`config.mk`:
```
export PLATFORM = sky130hd
export DESIGN_NAME = head_table_lookup
export DESIGN_NICKNAME = d
export VERILOG_FILES = /design/src/rtl/hash_table_pkg.sv /design/src/rtl/head_table_lookup_head_ram.sv /design/src/rtl/head_table_lookup.sv
export SDC_FILE = /design/constraint.sdc
export NUM_CORES = 2
export LEC_CHECK = 0
export CAP_MARGIN = 20
export CORE_ASPECT_RATIO = 0.5
export CORE_UTILIZATION = 55
export CTS_CLUSTER_SIZE = 14
export DETAILED_ROUTE_END_ITERATION = 12
export GPL_ROUTABILITY_DRIVEN = 0
export HOLD_SLACK_MARGIN = 0.02
export PLACE_DENSITY_LB_ADDON = 0.25
export REMOVE_ABC_BUFFERS = 1
export SLEW_MARGIN = 15
export SYNTH_ARGS = -nofsm -noshare
export SYNTH_HDL_FRONTEND = slang
export SYNTH_SLANG_ARGS = --single-unit
```
`constraint.sdc`:
```
create_clock -name clk_i -period 8.7 [get_ports clk_i]
set_input_delay 2.175 -clock clk_i [delete_from_list [all_inputs] [get_ports clk_i]]
set_output_delay 2.175 -clock clk_i [all_outputs]
set_load 0.05 [all_outputs]
```
`src/rtl/hash_table_pkg.sv`:
```
// Shared types for the hash-table pipeline: task descriptor passed between
// stages, head RAM entry format and the head RAM write-port bundle.
package hash_table;

    localparam int BUCKET_WIDTH   = 8;
    localparam int HEAD_PTR_WIDTH = 10;
    localparam int KEY_WIDTH      = 32;
    localparam int VALUE_WIDTH    = 32;

    typedef enum logic [1:0] {
        CMD_SEARCH = 2'd0,
        CMD_INSERT = 2'd1,
        CMD_DELETE = 2'd2,
        CMD_NOP    = 2'd3
    } ht_cmd_t;

    // One head RAM entry: pointer to the first data-table entry of a bucket
    typedef struct packed {
        logic [HEAD_PTR_WIDTH-1:0] ptr;
        logic                      ptr_val;
    } head_ram_data_t;

    typedef struct packed {
        logic [KEY_WIDTH-1:0]      key;
        logic [VALUE_WIDTH-1:0]    value;
        ht_cmd_t                   cmd;
        logic [BUCKET_WIDTH-1:0]   bucket;
        logic [HEAD_PTR_WIDTH-1:0] head_ptr;
        logic                      head_ptr_val;
    } ht_data_task_t;

    // Head RAM write port, driven by the data table or the clear sweep
    typedef struct packed {
        logic [BUCKET_WIDTH-1:0] addr;
        head_ram_data_t          data;
        logic                    en;
    } head_ram_wr_t;

    typedef enum logic {
        HTL_INIT = 1'b0,
        HTL_RUN  = 1'b1
    } htl_state_t;

    // Return a copy of a task with its head fields replaced
    function automatic ht_data_task_t with_head(input ht_data_task_t t,
                                                input head_ram_data_t h);
        ht_data_task_t r;
        r              = t;
        r.head_ptr     = h.ptr;
        r.head_ptr_val = h.ptr_val;
        return r;
    endfunction

endpackage

```
`src/rtl/head_table_lookup_head_ram.sv`:
```
// Simple dual-port head RAM, one write port and one registered read port.
// A read and write to the same address in one cycle returns the old data.
module head_ram
    import hash_table::*;
(
    input  logic                    clk,
    input  head_ram_wr_t            wr_port,
    input  logic                    rd_en,
    input  logic [BUCKET_WIDTH-1:0] rd_addr,
    output head_ram_data_t          rd_data
);

    localparam int DEPTH = 2 ** BUCKET_WIDTH;

    head_ram_data_t mem [DEPTH];

    // Write port
    always_ff @(posedge clk) begin
        if (wr_port.en) begin
            mem[wr_port.addr] <= wr_port.data;
        end
    end

    // Registered read port; sees the array before this cycle's write
    always_ff @(posedge clk) begin
        if (rd_en) begin
            rd_data <= mem[rd_addr];
        end
    end

endmodule

```
`src/rtl/head_table_lookup.sv`:
```
// Head table lookup: resolves the bucket head pointer for each hashed task
// through a two-stage pipeline in front of the data-table walker. Owns the
// head RAM, applies head updates from the data table with forwarding into
// in-flight tasks, and sweep-clears the RAM after reset.
// Optional build macro HEAD_TABLE_LOOKUP_STATS_EN adds saturating lookup
// and empty-head counters as output ports.
module head_table_lookup
    import hash_table::ht_data_task_t;
    import hash_table::head_ram_data_t;
    import hash_table::head_ram_wr_t;
    import hash_table::htl_state_t;
    import hash_table::HTL_INIT;
    import hash_table::HTL_RUN;
    import hash_table::with_head;
#(
    // Field widths of the task struct come from the package; these must match it
    parameter int BUCKET_WIDTH   = hash_table::BUCKET_WIDTH,
    parameter int HEAD_PTR_WIDTH = hash_table::HEAD_PTR_WIDTH
) (
    input  logic                    clk_i,
    input  logic                    rst_i,
    input  ht_data_task_t           task_i,
    input  logic                    task_valid_i,
    output logic                    task_ready_o,
    output ht_data_task_t           task_o,
    output logic                    task_valid_o,
    input  logic                    task_ready_i,
    input  logic                    head_wr_en_i,
    input  logic [BUCKET_WIDTH-1:0] head_wr_addr_i,
    input  logic [HEAD_PTR_WIDTH:0] head_wr_data_i,
    output logic                    init_done_o
`ifdef HEAD_TABLE_LOOKUP_STATS_EN
    ,
    output logic [31:0]             stat_lookups_o,
    output logic [31:0]             stat_empty_head_o
`endif
);

    localparam logic [BUCKET_WIDTH-1:0] CLR_LAST = '1;

    htl_state_t              state_reg;
    htl_state_t              state_next;
    logic [BUCKET_WIDTH-1:0] clr_cnt_reg;

    head_ram_wr_t            ram_wr;
    head_ram_data_t          ram_rd_data;
    head_ram_data_t          wr_data;
    logic                    wr_live;

    logic                    advance;
    logic                    accept;

    logic                    s1_valid_reg;
    logic                    s1_fresh_reg;
    ht_data_task_t           s1_task_reg;
    head_ram_data_t          s1_head_reg;
    head_ram_data_t          s1_head_cur;
    head_ram_data_t          s1_head_fwd;

    logic                    s2_valid_reg;
    ht_data_task_t           s2_task_reg;

    assign wr_data = head_ram_data_t'(head_wr_data_i);
    // Data-table writes only take effect once the clear sweep is over
    assign wr_live = (state_reg == HTL_RUN) && head_wr_en_i;

    // FSM state register
    always_ff @(posedge clk_i or posedge rst_i) begin
        if (rst_i) begin
            state_reg <= HTL_INIT;
        end else begin
            state_reg <= state_next;
        end
    end

    // FSM next state: leave INIT after the last address is cleared
    always_comb begin
        state_next = state_reg;
        if ((state_reg == HTL_INIT) && (clr_cnt_reg == CLR_LAST)) begin
            state_next = HTL_RUN;
        end
    end

    // FSM outputs: RAM write source and init status
    always_comb begin
        init_done_o = 1'b0;
        ram_wr      = '0;
        if (state_reg == HTL_INIT) begin
            ram_wr.en   = 1'b1;
            ram_wr.addr = clr_cnt_reg;
            ram_wr.data = '0;
        end else begin
            init_done_o = 1'b1;
            ram_wr.en   = head_wr_en_i;
            ram_wr.addr = head_wr_addr_i;
            ram_wr.data = wr_data;
        end
    end

    // Clear-sweep address counter
    always_ff @(posedge clk_i or posedge rst_i) begin
        if (rst_i) begin
            clr_cnt_reg <= '0;
        end else if (state_reg == HTL_INIT) begin
            clr_cnt_reg <= clr_cnt_reg + 1'b1;
        end
    end

    head_ram u_head_ram (
        .clk     (clk_i),
        .wr_port (ram_wr),
        .rd_en   (accept),
        .rd_addr (task_i.bucket),
        .rd_data (ram_rd_data)
    );

    assign advance      = !s2_valid_reg || task_ready_i;
    assign task_ready_o = (state_reg == HTL_RUN) && (!s1_valid_reg || advance);
    assign accept       = task_valid_i && task_ready_o;

    // S1 head: RAM output on the cycle after the read, own copy afterwards,
    // with a write to the same bucket this cycle taking precedence
    always_comb begin
        s1_head_cur = s1_fresh_reg ? ram_rd_data : s1_head_reg;
        s1_head_fwd = s1_head_cur;
        if (wr_live && (head_wr_addr_i == s1_task_reg.bucket)) begin
            s1_head_fwd = wr_data;
        end
    end

    // S1: accepted task waiting for its RAM read
    always_ff @(posedge clk_i or posedge rst_i) begin
        if (rst_i) begin
            s1_valid_reg <= 1'b0;
            s1_fresh_reg <= 1'b0;
            s1_task_reg  <= '0;
            s1_head_reg  <= '0;
        end else if (accept) begin
            s1_valid_reg <= 1'b1;
            s1_task_reg  <= task_i;
            // RAM returns old data on a same-cycle write, so take the write
            if (wr_live && (head_wr_addr_i == task_i.bucket)) begin
                s1_head_reg  <= wr_data;
                s1_fresh_reg <= 1'b0;
            end else begin
                s1_fresh_reg <= 1'b1;
            end
        end else if (advance) begin
            s1_valid_reg <= 1'b0;
            s1_fresh_reg <= 1'b0;
        end else if (s1_valid_reg) begin
            // Stalled: capture the head so the RAM read is never repeated
            s1_head_reg  <= s1_head_fwd;
            s1_fresh_reg <= 1'b0;
        end
    end

    // S2: output register, head kept current while stalled
    always_ff @(posedge clk_i or posedge rst_i) begin
        if (rst_i) begin
            s2_valid_reg <= 1'b0;
            s2_task_reg  <= '0;
        end else if (advance) begin
            s2_valid_reg <= s1_valid_reg;
            s2_task_reg  <= with_head(s1_task_reg, s1_head_fwd);
        end else if (s2_valid_reg && wr_live &&
                     (head_wr_addr_i == s2_task_reg.bucket)) begin
            s2_task_reg.head_ptr     <= wr_data.ptr;
            s2_task_reg.head_ptr_val <= wr_data.ptr_val;
        end
    end

    assign task_o       = s2_task_reg;
    assign task_valid_o = s2_valid_reg;

`ifdef HEAD_TABLE_LOOKUP_STATS_EN
    logic        out_fire;
    logic [31:0] stat_lookups_reg;
    logic [31:0] stat_empty_head_reg;

    assign out_fire = s2_valid_reg && task_ready_i;

    // Saturating counters of output handshakes and of empty-bucket results
    always_ff @(posedge clk_i or posedge rst_i) begin
        if (rst_i) begin
            stat_lookups_reg    <= '0;
            stat_empty_head_reg <= '0;
        end else if (out_fire) begin
            if (stat_lookups_reg != 32'hFFFF_FFFF) begin
                stat_lookups_reg <= stat_lookups_reg + 32'd1;
            end
            if (!s2_task_reg.head_ptr_val && (stat_empty_head_reg != 32'hFFFF_FFFF)) begin
                stat_empty_head_reg <= stat_empty_head_reg + 32'd1;
            end
        end
    end

    assign stat_lookups_o    = stat_lookups_reg;
    assign stat_empty_head_o = stat_empty_head_reg;
`endif

endmodule

```
==> results.sh <==
export IMPL_die_area_sq_um=213000
export IMPL_cp_num_buf_inv=2
export IMPL_r2r_start="state_reg$_DFFE_PP0P_"
export IMPL_postPlaceCellArea_sq_um=121000
export IMPL_worstMarginPinSlew_ns=1.24
export IMPL_drv_cap=0
export IMPL_clk_latency_ns=0.84
export IMPL_fin_area_sq_um=130000
export IMPL_r2r_slack_ns=4.19
export IMPL_firstDrtPassIters=7
export IMPL_ir_drop_mv=0.162
export IMPL_hold_class="flip-flop to flip-flop"
export IMPL_hold_violations=0
export IMPL_crit_path_cell_trace="clkdlybuf4s50_1 > nor2b_4 > nand2_1 > and2_1 > clkdlybuf4s50_1"
export IMPL_placed_cells=8471
export IMPL_clk_pin_slew_ns=0.06
export IMPL_slew_headroom_pct=16.2
export IMPL_finish_utilization_pct=62.1
export IMPL_reg2regPathDepth=5
export IMPL_crit_fanout=34
export IMPL_dp_slack_ns=2.02
export IMPL_whs_ns=0.473
export IMPL_rows=118
export IMPL_drcViolationCount=0
export IMPL_clock_fmax_ghz=0.149
export IMPL_critPathArrivalTime_ns=4.55
export IMPL_ys_ff_latch=3009
export IMPL_area_growth_pct=11.5
export IMPL_grt_max_degree=257
export IMPL_syn_area_sq_um=116000
export IMPL_n_fill_cell=14043
export IMPL_antenna_left=0
export IMPL_timing_final_ws_setup_ns=1.97
export IMPL_worst_hold_path_endpoint="s1_task_reg[27]$_DFFE_PP0P_"
export IMPL_layout_commonest_cell="edfxtp_1"
export IMPL_cts_sinks=3009
export IMPL_finalNetCount=6095
export IMPL_dpl_hpwl_mm=166
export IMPL_setup_viol=0
export IMPL_power_mw=27.5
export IMPL_largest_reg_flops=2816
export IMPL_power_per_cell_area_nw_per_um2=212
export IMPL_antenna_found_initial=7
export IMPL_crit_family="simple AND/OR/NAND/NOR gates"
export IMPL_fin_cells=8953
export IMPL_rsz0062_at_grt="false"
export IMPL_io_buffers=185
export IMPL_fin_skew_ns=0.0458
export IMPL_status="finished, final reports clean"
export IMPL_cts_tree="yes"
export IMPL_post_cts_buffers=0
export IMPL_cts_root_buf="clkbuf_16"
export IMPL_critPathSlowestCell="clkdlybuf4s50_1"
export IMPL_coreArea_sq_um=208000
export IMPL_syn_inst=5674
export IMPL_synth_cell_types=58
export IMPL_worst_setup_path_end_kind="output port"
export IMPL_die_w_microns=652
export IMPL_synth_avg_cell_area_sq_um=20.5
export IMPL_cts_resized_gates=0
export IMPL_initial_utilization_pct=55.7
export IMPL_drt_iter0_markers=7280
export IMPL_grt_pass1_vias=57147
export IMPL_cts_path_max_buffers=4
export IMPL_grt_pass1_wl_mm=397
export IMPL_final_cell_mix="2827 x edfxtp_1, 616 x mux4_2, 310 x nand2_1"
export IMPL_maxSlewViolCount=0
export IMPL_yosys_warnings=0
export IMPL_tns_ns=0
export IMPL_via_count=57712
export IMPL_worst_path_most_repeated_cell="clkdlybuf4s50_1"
export IMPL_startpoint_type="input pin"
export IMPL_htree_levels=5
export IMPL_finalCritPeriodShare_pct=77.3
export IMPL_synth_edff_count=2827
export IMPL_critical_path_max_stage_delay_ns=0.70
export IMPL_dieHeight_microns=327
export IMPL_cts_buffers=269
export IMPL_drt_vias_per_instance=6.45
export IMPL_critPathKind="input pin to output port"
export IMPL_holdPathStages=2
export IMPL_seq_area_frac_synth_pct=77.0
export IMPL_grt_overflow_total=0
export IMPL_holdCritStartpoint="s1_task_reg[27]$_DFFE_PP0P_"
export IMPL_async_flop_share_pct=6.05
export IMPL_r2r_end="u_head_ram.mem[40][7]$_DFFE_PP_"
export IMPL_post_route_min_period_ns=6.73
export IMPL_ys_flop_type="edfxtp_1"
export IMPL_cts_hold_buffers=0
export IMPL_wl_per_cell_microns=30.8
export IMPL_required_ns=6.53
export IMPL_leakage_nw=34.9
export IMPL_layout_drive_gt1_share_pct=21.6
export IMPL_pin_count=197
export IMPL_track_usage_pct=25.7
export IMPL_wl_mm=276
[Yosys cell counts (10+ instances only)]
library cell	n	area, sq um
dfrtp_1	182	4550
nand2b_1	16	100
a31oi_1	13	81.3
mux4_2	616	13900
o21ai_0	19	95.1
clkbuf_1	148	556
inv_1	10	37.5
mux2i_1	160	1600
xnor2_1	25	219
a221oi_1	13	114
o22ai_1	42	263
a21oi_1	163	816
mux2_1	10	113
buf_1	27	101
o221ai_1	42	368
nand3_1	24	120
buf_6	36	405
nor2_1	294	1100
nand2_1	311	1170
nor4_2	39	488
a22oi_1	268	2010
buf_4	22	165
mux2_2	98	1100
edfxtp_1	2827	84900
nor4_1	10	62.6
a211oi_1	35	263
buf_2	98	490
and2_1	15	93.8
[area by class of cell]
cell class	count	area [sq um]	area share, %
Clock buffer	358	7350	5.67
Timing Repair Buffer	385	3770	2.91
Inverter	11	50.0	0.0386
Tap cell	2820	3530	2.72
Antenna cell	8	20.0	0.0155
Sequential cell	3009	89400	69.0
Multi-Input combinational cell	2309	24900	19.3
Clock inverter	53	447	0.345
[worst max path at each step]
| stage | from | endpoint | slack [ns] | cells past startpoint |
|---|---|---|---|---|
| after global placement | task_ready_i | task_ready_o | 2.05 | 5 |
| after floorplan | task_ready_i | s1_head_reg[0]$_DFFE_PP0P_ | -2.54 | 7 |
| after CTS | task_ready_i | task_ready_o | 2.01 | 5 |
| final | task_ready_i | task_ready_o | 1.97 | 5 |
| after detailed placement | task_ready_i | task_ready_o | 2.02 | 5 |
| after global routing | task_ready_i | task_ready_o | 1.87 | 5 |
[power by group]
group	switching [mW]	total, mW	internal, mW
clock network	5.00	11.1	6.10
logic	0.519	0.812	0.294
registers	0	15.6	15.6
[per-layer routing]
layer | part of all wire, % | wire [microns] | track usage (%) | up-vias
met5 | 0.021 | 57 | 0 | -
met1 | 40 | 109000 | 36.5 | 30317
li1 | - | - | - | 23909
met2 | 46 | 128000 | 39.2 | 3003
met4 | 3.3 | 8960 | 8.22 | 8
met3 | 11 | 29600 | 7.26 | 475
[cell families (layout without fill, tap and decap cells)]
family / Yosys count / count (layout) / share of synthesized area (%)
buffers and inverters: 356 / 807 / 1.72
adders and majority gates: 1 / 1 / 0.0108
and+or+nand+nor: 755 / 755 / 2.96
xor gates and xnor gates: 31 / 31 / 0.234
DFF: 3009 / 3009 / 77.0
AOI/OAI and AO/OA: 638 / 638 / 3.74
other: 0 / 8 / 0
muxes: 884 / 884 / 14.4
[worst register-to-register path, delay by kind of cell (launching register included)]
family                 cells  cell delay, ns
buffers and inverters      1            0.42
and+or+nand+nor            3            2.19
DFF                        1            0.62
AOI/OAI and AO/OA          1            0.87
Power figures use the tool's default switching activity.
